--- config.mk ---
export PLATFORM = sky130hd
export DESIGN_NAME = lfsr_bert_ctrl
export DESIGN_NICKNAME = d
export VERILOG_FILES = /design/src/rtl/lfsr_bert_ctrl.sv
export SDC_FILE = /design/constraint.sdc
export NUM_CORES = 1
export LEC_CHECK = 0
export BUFFER_PORTS_ARGS = -buffer_cell sky130_fd_sc_hd__buf_4
export CAP_MARGIN = 25
export CELL_PAD_IN_SITES_DETAIL_PLACEMENT = 2
export CELL_PAD_IN_SITES_GLOBAL_PLACEMENT = 2
export CORE_MARGIN = 2
export CORE_UTILIZATION = 33
export DETAILED_ROUTE_END_ITERATION = 12
export GPL_TIMING_DRIVEN = 1
export HOLD_SLACK_MARGIN = 0.08
export PLACE_DENSITY = 0.91
export REMOVE_ABC_BUFFERS = 1
export SYNTH_ARGS = -nofsm -noshare
export SYNTH_HDL_FRONTEND = slang
export SYNTH_SLANG_ARGS = --single-unit
--- constraint.sdc ---
create_clock -name clk -period 3.7 [get_ports clk]
set_clock_uncertainty 0.05 [all_clocks]
set_input_delay 0.555 -clock clk [delete_from_list [all_inputs] [get_ports clk]]
set_output_delay 0.555 -clock clk [all_outputs]
set_load 0.05 [all_outputs]
--- src/rtl/lfsr_bert_ctrl.sv ---
// lfsr_bert_ctrl: BER test sequencer for the 8-bit LFSR generator/checker pair.
// Flow: seed load + generator reset, wait for checker lock, fixed-length run,
// then report a saturating mismatch count and pass/fail.
//
// Optional feature macro: BERT_LOCK_LOSS_ABORT_EN
//   defined   : checker lock loss during RUN ends the test in FAIL
//   undefined : lock is ignored in RUN; the window always runs full length
//
// Ports:
//   clk, i_rst          clock, synchronous active-high reset
//   i_start, i_abort    start/restart (IDLE/DONE/FAIL only), abort to IDLE
//   i_seed, i_test_len  captured on an accepted start
//   i_lock, i_err       checker lock and per-cycle mismatch flag
//   o_gen_rst, o_seed   generator/checker reset and seed to load
//   o_gen_en            generator advance enable
//   o_busy, o_done      LOAD/SYNC/RUN, DONE/FAIL levels
//   o_pass, o_err_cnt   result, saturating error count
//   o_state             IDLE=0 LOAD=1 SYNC=2 RUN=3 DONE=4 FAIL=5
module lfsr_bert_ctrl #(
    parameter int LEN_W        = 16,
    parameter int ERR_W        = 16,
    parameter int SYNC_TIMEOUT = 64,
    parameter int RST_CYCLES   = 2
) (
    input  logic             clk,
    input  logic             i_rst,
    input  logic             i_start,
    input  logic             i_abort,
    input  logic [7:0]       i_seed,
    input  logic [LEN_W-1:0] i_test_len,
    input  logic             i_lock,
    input  logic             i_err,
    output logic             o_gen_rst,
    output logic [7:0]       o_seed,
    output logic             o_gen_en,
    output logic             o_busy,
    output logic             o_done,
    output logic             o_pass,
    output logic [ERR_W-1:0] o_err_cnt,
    output logic [2:0]       o_state
);

    typedef enum logic [2:0] {
        S_IDLE = 3'd0,
        S_LOAD = 3'd1,
        S_SYNC = 3'd2,
        S_RUN  = 3'd3,
        S_DONE = 3'd4,
        S_FAIL = 3'd5
    } state_t;

    localparam logic [LEN_W-1:0] RST_LAST  = LEN_W'(RST_CYCLES - 1);
    localparam logic [LEN_W-1:0] SYNC_LAST = LEN_W'(SYNC_TIMEOUT - 1);
    localparam logic [LEN_W-1:0] ONE       = LEN_W'(1);
    localparam logic [ERR_W-1:0] ERR_ONE   = ERR_W'(1);

    state_t           state;
    state_t           state_d;
    logic [LEN_W-1:0] cnt;
    logic [LEN_W-1:0] cnt_d;
    logic [LEN_W-1:0] len_q;
    logic [LEN_W-1:0] len_last;
    logic [ERR_W-1:0] err_d;
    logic [ERR_W-1:0] err_run;
    logic             idle_like;
    logic             start_ok;

    assign len_last  = len_q - ONE;
    assign idle_like = (state == S_IDLE) || (state == S_DONE) ||
                       (state == S_FAIL);
    assign start_ok  = i_start && !i_abort && idle_like;

    // Saturating increment: the count sticks at all-ones.
    assign err_run = (i_err && !(&o_err_cnt)) ? o_err_cnt + ERR_ONE
                                              : o_err_cnt;

    // One counter serves as LOAD length, SYNC timer and RUN cycle count.
    always_comb begin
        state_d = state;
        cnt_d   = cnt;
        err_d   = o_err_cnt;
        if (i_abort && state != S_IDLE) begin
            state_d = S_IDLE;
        end else if (start_ok) begin
            err_d   = '0;
            cnt_d   = '0;
            state_d = (i_test_len == '0) ? S_DONE : S_LOAD;
        end else begin
            case (state)
                S_LOAD: begin
                    if (cnt == RST_LAST) begin
                        cnt_d   = '0;
                        state_d = S_SYNC;
                    end else begin
                        cnt_d = cnt + ONE;
                    end
                end
                S_SYNC: begin
                    // Lock wins over a same-cycle timeout.
                    if (i_lock) begin
                        cnt_d   = '0;
                        state_d = S_RUN;
                    end else if (cnt == SYNC_LAST) begin
                        state_d = S_FAIL;
                    end else begin
                        cnt_d = cnt + ONE;
                    end
                end
                S_RUN: begin
                    err_d = err_run;
`ifdef BERT_LOCK_LOSS_ABORT_EN
                    if (!i_lock) begin
                        state_d = S_FAIL;
                    end else if (cnt == len_last) begin
                        state_d = S_DONE;
                    end else begin
                        cnt_d = cnt + ONE;
                    end
`else
                    if (cnt == len_last) begin
                        state_d = S_DONE;
                    end else begin
                        cnt_d = cnt + ONE;
                    end
`endif
                end
                default: ;
            endcase
        end
    end

    always_ff @(posedge clk) begin
        if (i_rst) begin
            state     <= S_IDLE;
            cnt       <= '0;
            len_q     <= '0;
            o_seed    <= '0;
            o_err_cnt <= '0;
            o_state   <= '0;
            o_gen_rst <= 1'b0;
            o_gen_en  <= 1'b0;
            o_busy    <= 1'b0;
            o_done    <= 1'b0;
            o_pass    <= 1'b0;
        end else begin
            state     <= state_d;
            cnt       <= cnt_d;
            o_err_cnt <= err_d;
            if (start_ok) begin
                o_seed <= i_seed;
                len_q  <= i_test_len;
            end
            o_state   <= state_d;
            o_gen_rst <= (state_d == S_LOAD);
            o_gen_en  <= (state_d == S_SYNC) || (state_d == S_RUN);
            o_busy    <= (state_d == S_LOAD) || (state_d == S_SYNC) ||
                         (state_d == S_RUN);
            o_done    <= (state_d == S_DONE) || (state_d == S_FAIL);
            o_pass    <= (state_d == S_DONE) && (err_d == '0);
        end
    end

endmodule

Word level (Yosys, flattened, before mapping)
Cells that the tools add are included.

word-level totals
  logic and storage cells = 67
  output and inout bits = 32
  flip-flop bits (word level) = 64
  input bits = 30

cells by class
  bitwise operators = 1
  reduce and logical (&&, ||, !) cells = 20
  add/subtract/negate cells = 3
  mux-type cells = 18
  equality and inequality tests = 15

operators with widths
  operator                                             number
  two-way mux 16 bit                                   9
  one-hot mux 16 bit (3 select lines)                  1
  adder 16 x 1 -> 16 bit (second input constant)       2
  zero test 16 bit                                     2
  two-way mux 3 bit                                    7
  == test 16 x 1 -> 1 bit (second input constant)      1
  == test 16 bit                                       1
  == test 16 x 6 -> 1 bit (second input constant)      1
  AND reduction 16 bit                                 1
  subtractor 16 x 1 -> 16 bit (second input constant)  1
  == test 3 x 2 -> 1 bit (second input constant)       4
  == test 3 bit (second input constant)                4
  one-hot mux 3 bit (3 select lines)                   1
  == test 3 x 1 -> 1 bit (second input constant)       2
  logical OR 1 bit                                     6
  logical AND 1 bit                                    5
  inequality test 4 bit (second input constant)        1
  AND reduction 4 bit                                  1
  nonzero test 4 bit                                   1
  zero test 3 bit                                      1
  inequality test 3 bit (second input constant)        1
  nonzero test 3 bit                                   1
  zero test 1 bit                                      2
  NOT 1 bit                                            1

Longest topological paths before layout
  word-level depth = 9
  mapped depth = 12
  mapped depth without buffers = 9

Worst setup path after synthesis
OpenSTA, ideal clock, no wires.

  path kind = reg-to-reg
  from = register len_q[0]
  to = register cnt[11]
  setup time = 92 ps
  stages on the path, launching flop included = 13
  period minus slack after synthesis = 2932 ps
  path buffers = 3
  slack = 768 ps
  data required time = 3558 ps
  arrival time = 2789 ps
  path through = dfxtp_1 clkbuf_1 inv_1 ha_1 buf_2 or4b_1 nor3_1 o22ai_1 or4_1 nor4_1 buf_2 a21oi_1 o32ai_1

on the way
  cells in the longest elaborated chain, start to end = 4

ends and longest elaborated chain
  what                                    RTL line  text
  start: declaration                      61        logic [LEN_W-1:0] len_q;
  start signal: assignment                151       len_q <= i_test_len;
  subtractor 16 x 1 -> 16 bit             68        assign len_last = len_q - ONE;
  == test 16 bit                          120       if (cnt == len_last) begin
  inequality test 3 bit (no source line)  n/a
  AND reduction 4 bit (no source line)    n/a
  end signal: assignment                  147       cnt <= cnt_d;
  end: declaration                        59        logic [LEN_W-1:0] cnt;

No other way between the ends.
A chain may end at the register's enable or synchronous reset.

Worst setup path in the final report
  from = register len_q[0]
  to = register cnt[14]

Same word-level chain as after synthesis.

==> results_tabular.tex <==
\begin{tabular}{lr}
\hline
Metric & Value \\
\hline
\multicolumn{2}{l}{\textbf{Synth}} \\
Count of synthesis-stage warnings from yosys & 0 \\
Largest area contributor in the synthesized netlist & dfxtp\_1 \\
Async S/R FF share, synth & 0 \\
Fraction of the yosys area taken by sequential cells & 0.3054 \\
Number of flops mapped to enable cells by yosys & 0 \\
Library cells used by synthesis & 72 \\
Synth Cell Area & 4195 sq um \\
Register bit count reported by yosys & 64 \\
Instance count of the mapped netlist & 545 \\
Mean instance size in the synthesized netlist & 7.698 sq um \\
Proportion of netlist area held by the largest area contributor & 0.3054 \\
Top FF cell, synth & dfxtp\_1 \\
Top cells by area in the synthesized netlist & dfxtp\_1 (31\%), nand2\_1 (7.2\%), a21oi\_1 (4.3\%), nor2\_1 (3.7\%), xor2\_1 (3.5\%) \\
\multicolumn{2}{l}{\textbf{Die}} \\
Effective utilization at floorplan & 0.3352 \\
Die Outline Area & 13630 sq um \\
Die outline width & 116.8 um \\
Floorplan Core Area & 12520 sq um \\
Placement Rows & 41 \\
Ports & 62 \\
Die height & 116.8 um \\
\multicolumn{2}{l}{\textbf{Timing}} \\
Normalized max-slew margin & 0.3146 \\
Final TNS setup & 0 ns \\
Final-report setup violation count & 0 \\
Slew of the pin with the lowest slew margin & 1.019 ns \\
Peak Freq & 294.2 MHz \\
Setup slack after layout & 0.3008 ns \\
Part of the cycle the worst path needs & 0.9187 \\
Final Max Slew Viols & 0 \\
Fin crit period & 3.399 ns \\
Final number of hold-violating endpoints & 0 \\
Setup repair after global routing missed its margin & no \\
\multicolumn{2}{l}{\textbf{Global route}} \\
Global-route wire length before repair & 26170 um \\
Initial antenna violation count & 0 \\
Global Route Usage Sum & 0.2479 \\
Maximum number of pins on one net before global-route repair & 47 \\
GR Overflow Total & 0 \\
Number of global-route vias before repair & 4922 \\
\multicolumn{2}{l}{\textbf{Layout}} \\
Layout fillers & 1446 \\
Most common library cell in the layout ignoring fill and taps & nand2\_1 \\
Number of antenna diodes & 0 \\
Fraction of final layout cells with drive strength greater than 1 & 0.1794 \\
Commonest non-fill, non-tap cells in the layout & nand2\_1 (80), buf\_4 (69), dfxtp\_1 (64) \\
Final nets & 620 \\
Area Growth Syn to Fin & 20.04\% \\
\multicolumn{2}{l}{\textbf{Routing}} \\
Total vias in the final route & 4529 \\
Number of optimization iterations in the first detailed-route pass & 4 \\
Routed wire length per instance & 21.65 um \\
Post-Route WL & 16520 um \\
Count of routing violations after the opening detailed-route iteration & 234 \\
DR vias/cell & 5.936 \\
DRC violations left & 0 \\
ANT nets after route & 0 \\
\multicolumn{2}{l}{\textbf{CTS}} \\
Hold bufs inserted after CTS & 0 \\
Clock latency on the worst-skew pair & 0.34 ns \\
CTS H-Tree Depth & 3 \\
Number of buffers added for setup after CTS & 0 \\
Clock edge transition at the registers on the reported setup and hold paths & 0.06 ns \\
Clk sinks & 64 \\
Count of instances resized after the clock tree is built & 0 \\
Clock Path Buffers & 2 \\
Master cell of the clock root buffer & clkbuf\_16 \\
Total CTS buffers & 9 \\
TritonCTS clock tree & done \\
\multicolumn{2}{l}{\textbf{Power and ir drop}} \\
Switching Share & 0.3000 \\
Register share of total power & 0.382 \\
Power Internal & 1.357 mW \\
Clock power frac & 0.443 \\
VDD IR max & 0.1519 mV \\
Static leakage & 1.807 nW \\
Pwr/cell area & 385.0 nW/um\^{}2 \\
Power dissipated by switching net loads & 0.5818 mW \\
Share of total power in combinational logic & 0.175 \\
\multicolumn{2}{l}{\textbf{Worst setup path}} \\
Startpoint type of the worst setup path & flop \\
Worst Path Max Fanout & 12 \\
WS Path Type & flop to flop \\
Endpoint required time on the critical path & 3.89 ns \\
Nature of the critical path endpoint & flop \\
WP data arrival & 3.59 ns \\
\multicolumn{2}{l}{\textbf{Status}} \\
Status & complete, no violations \\
\multicolumn{2}{l}{\textbf{Placed design}} \\
Gp weighted congestion & 0.8173 \\
Detailed-placement wirelength estimate & 11130 um \\
Placement-stage worst setup slack & 0.2957 ns \\
IO buf count & 61 \\
\multicolumn{2}{l}{\textbf{Min path}} \\
Type of the worst min-delay path & flop to flop \\
\multicolumn{2}{l}{\textbf{Run}} \\
Number of maximum-capacitance violations & 0 \\
\hline
\end{tabular}
state kept, by name (all words and copies together) (netlist names):
name and cells:
o_done 1, o_pass 1, len_q 16, cnt 16, state 3, o_gen_en 1
o_gen_rst 1, o_busy 1, o_seed 8, o_err_cnt 16
final cells by class:
cell class	count	area (sq um)	area share
clock buffers	12	236.5	0.04696
clock inverters	4	45.04	0.008944
inverters	16	60.06	0.01193
multi-input cells	426	2680	0.5322
flip-flops and latches	64	1281	0.2544
well taps	172	215.2	0.04273
repair buffers	69	518.0	0.1029
worst paths after layout:
path	from	endpoint	slack (ns)	cells after the start
max	len_q[0]	cnt[14]	0.30	10
min	o_seed[4]	o_seed[4]	0.41	2
max reg2reg	len_q[0]	cnt[14]	0.30	10
min reg2reg	o_seed[4]	o_seed[4]	0.41	2
power by group through the flow:
stage               Clock (mW)  Sequential, mW  Combinational, mW
finish                   0.860           0.740              0.340
floorplan                    0           0.775              0.181
global placement             0           0.751              0.313
detailed placement           0           0.753              0.329
global route             0.892           0.742              0.367
CTS                      0.870           0.739              0.339
stage by stage:
stage          hold WS [ns]  utilization  std cells  power (mW)  instance area [sq um]
3_5_place_dp         0.4040       0.3798        747       1.082                   4755
2_1_floorplan        0.3920            -        506      0.9563                   4016
6_report             0.4133       0.4023        763       1.939                   5036
5_1_grt              0.4236       0.4023        763       2.001                   5036
4_1_cts              0.4151       0.4023        763       1.948                   5036
3_3_place_gp         0.3934       0.3798        747       1.064                   4755
per-layer routing:
layer	up-vias	global-route usage	wire length, um
li1	2095	-	-
met1	2301	0.2918	6938
met2	95	0.4462	8592
met3	38	0.04203	508
met4	0	0.09882	477
met5	-	0	0
synth_stat cells, types with 5 or more instances:
cell type and count:
inv_1 15, or3_1 8, clkbuf_1 31, nor4_1 17, a21oi_1 36, o2111ai_1 5
nand3_1 22, and3_1 8, nor2_1 41, o32ai_1 11, xor2_1 17, nand2_1 80
xnor2_1 11, dfxtp_1 64, nand2b_1 10, mux2i_1 6, nand4_1 13, a211oi_1 18
o21ai_0 13, nor3_1 19
worst max-delay path, stage by stage (launching register included):
cell and delay [ns]:
dfxtp_1 0.37, inv_1 0.08, ha_1 0.35, or4b_1 0.51, nor3_1 0.24, o22ai_1 0.12, or4_1 0.45, nor4_1 0.45
buf_4 0.30, a211oi_1 0.12, o32ai_1 0.27
kinds of logic (layout without fill, tap and decap cells):
family / count (synthesis) / in the layout / share of synthesized area
buf+inv: 55 / 101 / 0.05696
xor+xnor: 28 / 28 / 0.05845
simple gates: 254 / 254 / 0.3155
fa+ha+maj: 4 / 4 / 0.01193
mux: 11 / 11 / 0.02863
compound gates: 129 / 129 / 0.2231
flops: 64 / 64 / 0.3054
No activity file was read; power rests on OpenSTA's default activity.
